`src/rtl/instr_decode_ctrl.sv`:
```
// Instruction decode/sequence control in front of the register-bank/ALU datapath.
// Each accepted instruction walks IDLE -> DECODE -> EXECUTE and retires on the edge leaving EXECUTE.
module instr_decode_ctrl #(
  parameter int unsigned CNT_W  = 16,
  parameter int unsigned FLAG_W = 5
) (
  input  logic              clk,
  input  logic              reset,
  input  logic [15:0]       inst_in,
  input  logic              inst_valid,
  output logic              inst_ready,
  input  logic [FLAG_W-1:0] flags_in,
  output logic [15:0]       wEnable,
  output logic [7:0]        opcode,
  output logic [3:0]        Rdest_select,
  output logic [3:0]        Rsrc_select,
  output logic [15:0]       Imm_in,
  output logic              Imm_select,
  output logic [FLAG_W-1:0] flags_q,
  output logic              done,
  output logic              illegal,
  output logic [CNT_W-1:0]  retired_count
);

  typedef enum logic [1:0] {StIdle, StDecode, StExecute} state_e;

  state_e state_q, state_d;

  logic [15:0]       ir_q;
  logic [7:0]        opcode_q;
  logic [3:0]        rdest_q, rsrc_q;
  logic [15:0]       imm_q;
  logic              imm_sel_q;
  logic              wr_q;
  logic              ill_q;
  logic [FLAG_W-1:0] flags_r;
  logic              done_q, illegal_q;
  logic [CNT_W-1:0]  cnt_q;

  logic [3:0]  cls;
  logic        is_r, is_ill, is_cmp, is_logic_imm;
  logic [15:0] imm_ext;

  // Decode of the latched instruction word
  always_comb begin
    cls          = ir_q[15:12];
    is_r         = (cls == 4'h0);
    is_ill       = (cls == 4'hF);
    is_cmp       = (is_r && (ir_q[7:4] == 4'hB)) || (cls == 4'hB);
    is_logic_imm = (cls == 4'h1) || (cls == 4'h2) || (cls == 4'h3);
    imm_ext      = is_logic_imm ? {8'h00, ir_q[7:0]} : {{8{ir_q[7]}}, ir_q[7:0]};
  end

  always_comb begin
    state_d = state_q;
    unique case (state_q)
      StIdle:    if (inst_valid) state_d = StDecode;
      StDecode:  state_d = StExecute;
      StExecute: state_d = StIdle;
      default:   state_d = StIdle;
    endcase
  end

  always_ff @(posedge clk or posedge reset) begin
    if (reset) begin
      state_q <= StIdle;
    end else begin
      state_q <= state_d;
    end
  end

  always_ff @(posedge clk or posedge reset) begin
    if (reset) begin
      ir_q <= '0;
    end else if ((state_q == StIdle) && inst_valid) begin
      ir_q <= inst_in;
    end
  end

  // Fields an instruction type does not define keep their previous value
  always_ff @(posedge clk or posedge reset) begin
    if (reset) begin
      opcode_q  <= '0;
      rdest_q   <= '0;
      rsrc_q    <= '0;
      imm_q     <= '0;
      imm_sel_q <= 1'b1;
      wr_q      <= 1'b0;
      ill_q     <= 1'b0;
    end else if (state_q == StDecode) begin
      wr_q  <= !is_ill && !is_cmp;
      ill_q <= is_ill;
      if (is_r) begin
        opcode_q  <= {4'h0, ir_q[7:4]};
        rdest_q   <= ir_q[11:8];
        rsrc_q    <= ir_q[3:0];
        imm_sel_q <= 1'b1;
      end else if (!is_ill) begin
        opcode_q  <= {cls, 4'h0};
        rdest_q   <= ir_q[11:8];
        imm_q     <= imm_ext;
        imm_sel_q <= 1'b0;
      end
    end
  end

  always_ff @(posedge clk or posedge reset) begin
    if (reset) begin
      flags_r   <= '0;
      done_q    <= 1'b0;
      illegal_q <= 1'b0;
      cnt_q     <= '0;
    end else begin
      done_q    <= (state_q == StExecute);
      illegal_q <= (state_q == StExecute) && ill_q;
      if (state_q == StExecute) begin
        cnt_q <= cnt_q + CNT_W'(1);
        if (!ill_q) flags_r <= flags_in;
      end
    end
  end

  // Write enable is gated by registered state, so reset removes it asynchronously
  always_comb begin
    inst_ready    = (state_q == StIdle);
    wEnable       = ((state_q == StExecute) && wr_q) ? (16'h0001 << rdest_q) : 16'h0000;
    opcode        = opcode_q;
    Rdest_select  = rdest_q;
    Rsrc_select   = rsrc_q;
    Imm_in        = imm_q;
    Imm_select    = imm_sel_q;
    flags_q       = flags_r;
    done          = done_q;
    illegal       = illegal_q;
    retired_count = cnt_q;
  end

endmodule

```
`config.mk`:
```
export PLATFORM = sky130hd
export DESIGN_NAME = instr_decode_ctrl
export DESIGN_NICKNAME = d
export VERILOG_FILES = /design/src/rtl/instr_decode_ctrl.sv
export SDC_FILE = /design/constraint.sdc
export NUM_CORES = 1
export LEC_CHECK = 0
export BUFFER_PORTS_ARGS = -buffer_cell sky130_fd_sc_hd__buf_2
export CORE_MARGIN = 2
export CORE_UTILIZATION = 54
export CTS_CLUSTER_DIAMETER = 80
export DETAILED_ROUTE_END_ITERATION = 12
export PLACE_DENSITY = 0.95
export SYNTH_ARGS = -nofsm -noshare
export SYNTH_HDL_FRONTEND = slang
export SYNTH_SLANG_ARGS = --single-unit
```
`constraint.sdc`:
```
create_clock -name clk -period 6.95 [get_ports clk]
set_input_delay 2.085 -clock clk [delete_from_list [all_inputs] [get_ports clk]]
set_output_delay 2.085 -clock clk [all_outputs]
set_load 0.02 [all_outputs]
```
# Word level (Yosys, flattened, before mapping)
# Cells that the tools add are included.
# Widths: inputs -> output; s select.
# totals
regBits	76
input_bits	24
out_inout_bits	73
elab_cells	54
# op_classes
addsub	1
eq_ne	10
shifts	1
mux	10
bitwise_logic	3
n_reduce_logical	16
# op_table
operator	n
$mux 16	2
$add 16x1->16 const B	1
$mux 8	2
$shl 1x4->16 const A	1
$eq 4x4->1 const B	3
$eq 4x2->1 const B	2
$mux 4	2
$reduce_and 2->1	3
$logic_and 1x1->1	5
$eq 4x1->1 const B	1
$logic_not 4->1	1
$ne 2x2->1 const B	2
$pmux 2 s2	1
$logic_or 1x1->1	3
$not 1->1	3
$reduce_and 3->1	1
$eq 2x1->1 const B	1
$eq 2x2->1 const B	1
$logic_not 1->1	2
$logic_not 2->1	1
$mux 1	2
$mux 2	1

# Logic depth before layout (Yosys ltp)
# depth
ltp_word	5
ltp_mapped	6
ltp_nobuf	5

# Worst setup path before layout
# No wires, ideal clock.
# synth_path
path_type	register -> output
startpoint	reg rdest_q[2] (netlist: Rdest_select[2])
endpoint	out wEnable[12]
arrival_ns	1.298
t_required_ns	4.865
setup_slack_ns	3.567
stages_incl_launch_ff	4
n_path_buf	0
path_cell_list	dfrtp_1 nor2b_1 nand4_1 nor3_1
# synth_between
elab_chain_cells	2
# synth_lines
element	line_no	source
start: declaration	31	logic [3:0] rdest_q, rsrc_q;
start signal: assignment	95	rdest_q <= ir_q[11:8];
start signal: assignment	100	rdest_q <= ir_q[11:8];
$shl 1x4->16	126	wEnable = ((state_q == StExecute) && wr_q) ? (16'h0001 << rdest_q) : 16'h0000;
$mux 16	126	
end: declaration	13	output logic [15:0] wEnable,
# Every way passes these cells.

# Worst setup path after layout
# layout_path
startpoint	reg state_q[1]
endpoint	out wEnable[4]
# layout_between
elab_chain_cells	3
# layout_lines
element	line_no	source
start: declaration	27	state_e state_q, state_d;
start signal: assignment	66	state_q <= StIdle;
start signal: assignment	68	state_q <= state_d;
$eq 2x2->1	126	
$logic_and 1x1->1	126	
$mux 16	126	
# Every way passes these cells.

==> out/qor.csv <==
stage,metric,value,unit
outcome,status,completed,
setup_path,cp_num_buf_inv,1,
finish,nNetsFinal,363,
setup_path,crit_chain,nand2_1 -> nor2_1 -> nand2_1 -> nor3_1 -> buf_2,
synthesis,ys_top_cells_by_count,"dfrtp_1, nand2_1, mux2_2",
synthesis,synth_nets,268,
synthesis,synth_warnings,0,
sta,slew_headroom,0.477,
synthesis,yosysSeqAreaShare,0.590,
setup_path,slowest_stage,dfrtp_1,
clock_tree,clk_transition_reported_paths,70,ps
synthesis,synthCells,243,
setup_path,crit_arrival,1530,ps
floorplan,die_x,77.6,µm
floorplan,dieArea,6020,µm²
placed_design,io_buffers,96,
setup_path,endpoint_kind,output pin,
detailed_routing,drt-initial-drc-count,90,
sta,grt_setup_unrepaired,false,
synthesis,synth_area,2930,µm²
sta,period_share,0.521,
detailed_routing,route.detailed.drc,0,
global_routing,grt_start_max_net_pins,56,
detailed_routing,wl,6270,µm
sta,drv_slew,0,
sta,period_minus_slack,3620,ps
setup_path,start_kind,register,
floorplan,coreArea,5170,µm²
sta,fmax,0.276,GHz
setup_path,cp_max_fo,8,
clock_tree,clock_path_buffers,2,
floorplan,die_h,77.6,µm
detailed_routing,ant_nets,0,
setup_path,worst_path_most_repeated_cell,nand2_1,
finish,drive_gt1_frac,0.449,
clock_tree,cts_hold_buf,0,
clock_tree,cts_made_buffers,9,
power,powerDensity,408,nW/µm²
synthesis,synth_most_common_cell,dfrtp_1,
placed_design,place.detailed.hpwl,4520,µm
clock_tree,cts_root_buf,clkbuf_8,
clock_tree,cts_setup_buffers,0,
detailed_routing,vias_per_cell,5.25,
setup_path,required,4870,ps
setup_path,path_class,register to output pin,
power,ir_drop,0.230,mV
detailed_routing,vias,2168,
global_routing,grt.overflow.total,0,
sta,worst-slew-pin-transition,785,ps
detailed_routing,firstDrtPassIters,4,
clock_tree,htree_num_levels,3,
setup_path,crit_family,simple AND/OR/NAND/NOR gates,
floorplan,start_util,0.566,
sta,hold_viol,0,
synthesis,synth_edf_count,0,
sta,finalSetupViolations,0,
detailed_routing,wl_per_cell,15.2,µm
global_routing,grt_first_pass_wirelength,10500,µm
clock_tree,cts_resized,0,
floorplan,ios,97,
global_routing,grt.total_usage,0.226,
setup_path,critPathMaxStageDelay,470,ps
synthesis,synth_top_area_share,0.581,
floorplan,rows,26,
synthesis,async_flop_share,1.00,
finish,syn_to_final_growth,23.9,%
sta,skew,7.35,ps
synthesis,synth_area_leaders,"dfrtp_1, mux2_2, nand2_1",
clock_tree,clkSinkCount,69,
global_routing,antenna_found_initial,0,
synthesis,synth_seq_cells,69,
sta,tns,0,ps
worst_hold_path,hp-class,register to register,
synthesis,synth_cell_type_count,38,
power,total_power,1.48,mW
global_routing,grt_pass1_vias,2195,
flow_run,drv_cap,0,
power,leakagePower,1.86,nW
synthesis,synthFlopType,dfrtp_1,
synthesis,yosys.area.top_type,dfrtp_1,
placed_design,place.gp.congestion,0.809,
clock_tree,clk_latency,340,ps
finish,antenna_cells,0,
synthesis,synth.avg_cell_area,12.0,µm²
clock_tree,cts_tree,done,
worst paths after layout:
check	from	end	slack [ps]	depth (start not counted)
max in group asynchronous	reset	Rdest_select[1]	4300	3
min in group asynchronous	reset	ir_q[3]	1680	2
worst min-delay path	retired_count[15]	retired_count[15]	470	1
worst max register to register	state_q[1]	ir_q[7]	5020	3
worst min register to register	retired_count[15]	retired_count[15]	470	1
worst max-delay path	state_q[1]	wEnable[4]	3330	5
stage by stage:
| stage | worst slack, ps | hold WS (ps) | utilization | std cells | cell area, µm² |
|---|---|---|---|---|---|
| finish | 3330 | 471 | 0.701 | 413 | 3630 |
| global route | 3180 | 501 | 0.701 | 413 | 3630 |
| CTS | 3350 | 471 | 0.701 | 413 | 3630 |
| detailed placement | 3590 | 461 | 0.660 | 397 | 3420 |
| global placement | 3690 | 454 | 0.660 | 397 | 3420 |
| floorplan | 3130 | 435 | - | 243 | 2930 |
logic make-up after synthesis:
logic type / synth area share
AND/OR/NAND/NOR: 0.167
flip-flops: 0.590
multiplexers: 0.126
XOR/XNOR: 0.0449
buffers and inverters: 0.0321
AO/OA/AOI/OAI: 0.0359
adder cells (fa/ha/maj): 0.00427
worst register-to-register path, delay by kind of cell (launching register included):
| kind | cells | cell delay (ps) |
|---|---|---|
| flip-flops | 1 | 460 |
| multiplexers | 1 | 440 |
| AND/OR/NAND/NOR | 2 | 920 |
routing by layer:
layer | vias to the layer above | GRT usage | wire (µm)
li1 | 1001 | - | -
met1 | 1081 | 0.270 | 2530
met2 | 67 | 0.386 | 3270
met3 | 19 | 0.0384 | 263
met4 | 0 | 0.123 | 206
met5 | - | 0 | 0
cells in the final DEF (no fill, tap or decap), drive strengths merged, types with 2 or more instances in the layout:
cell type   n
nor2b       2
o21ai       2
clkinv      2
nand2      46
xnor2      11
nand3       4
nor3        5
xor2        4
o22a        2
inv         2
and2        4
clkinvlp    2
a22o        3
nand2b      3
dfrtp      68
clkbuf     11
buf        97
nor2       22
nand4       7
mux2       30
registers in the layout, indices dropped and copies added, names as in the netlist:
name           count
flags_q            5
opcode             8
state_q            2
illegal            1
Rdest_select       4
Rsrc_select        4
wr_q               1
Imm_select         1
Imm_in             9
ill_q              1
retired_count     16
done               1
ir_q              16
power breakdown:
part | internal [mW] | switching, mW
Clock | 0.185 | 0.149
Sequential | 0.529 | 0.116
Combinational | 0.204 | 0.296
Total | 0.918 | 0.560
final cells by class:
cell class              instances  area, µm²
multi-input cells             159       1100
fillers                       376       1550
well taps                      70       87.6
clock buffers                  11        151
clock inverters                 5       58.8
inverters                       2       7.51
repair buffers                 97        488
flip-flops and latches         69       1730
Note: power is estimated with default switching activity, not from simulation.
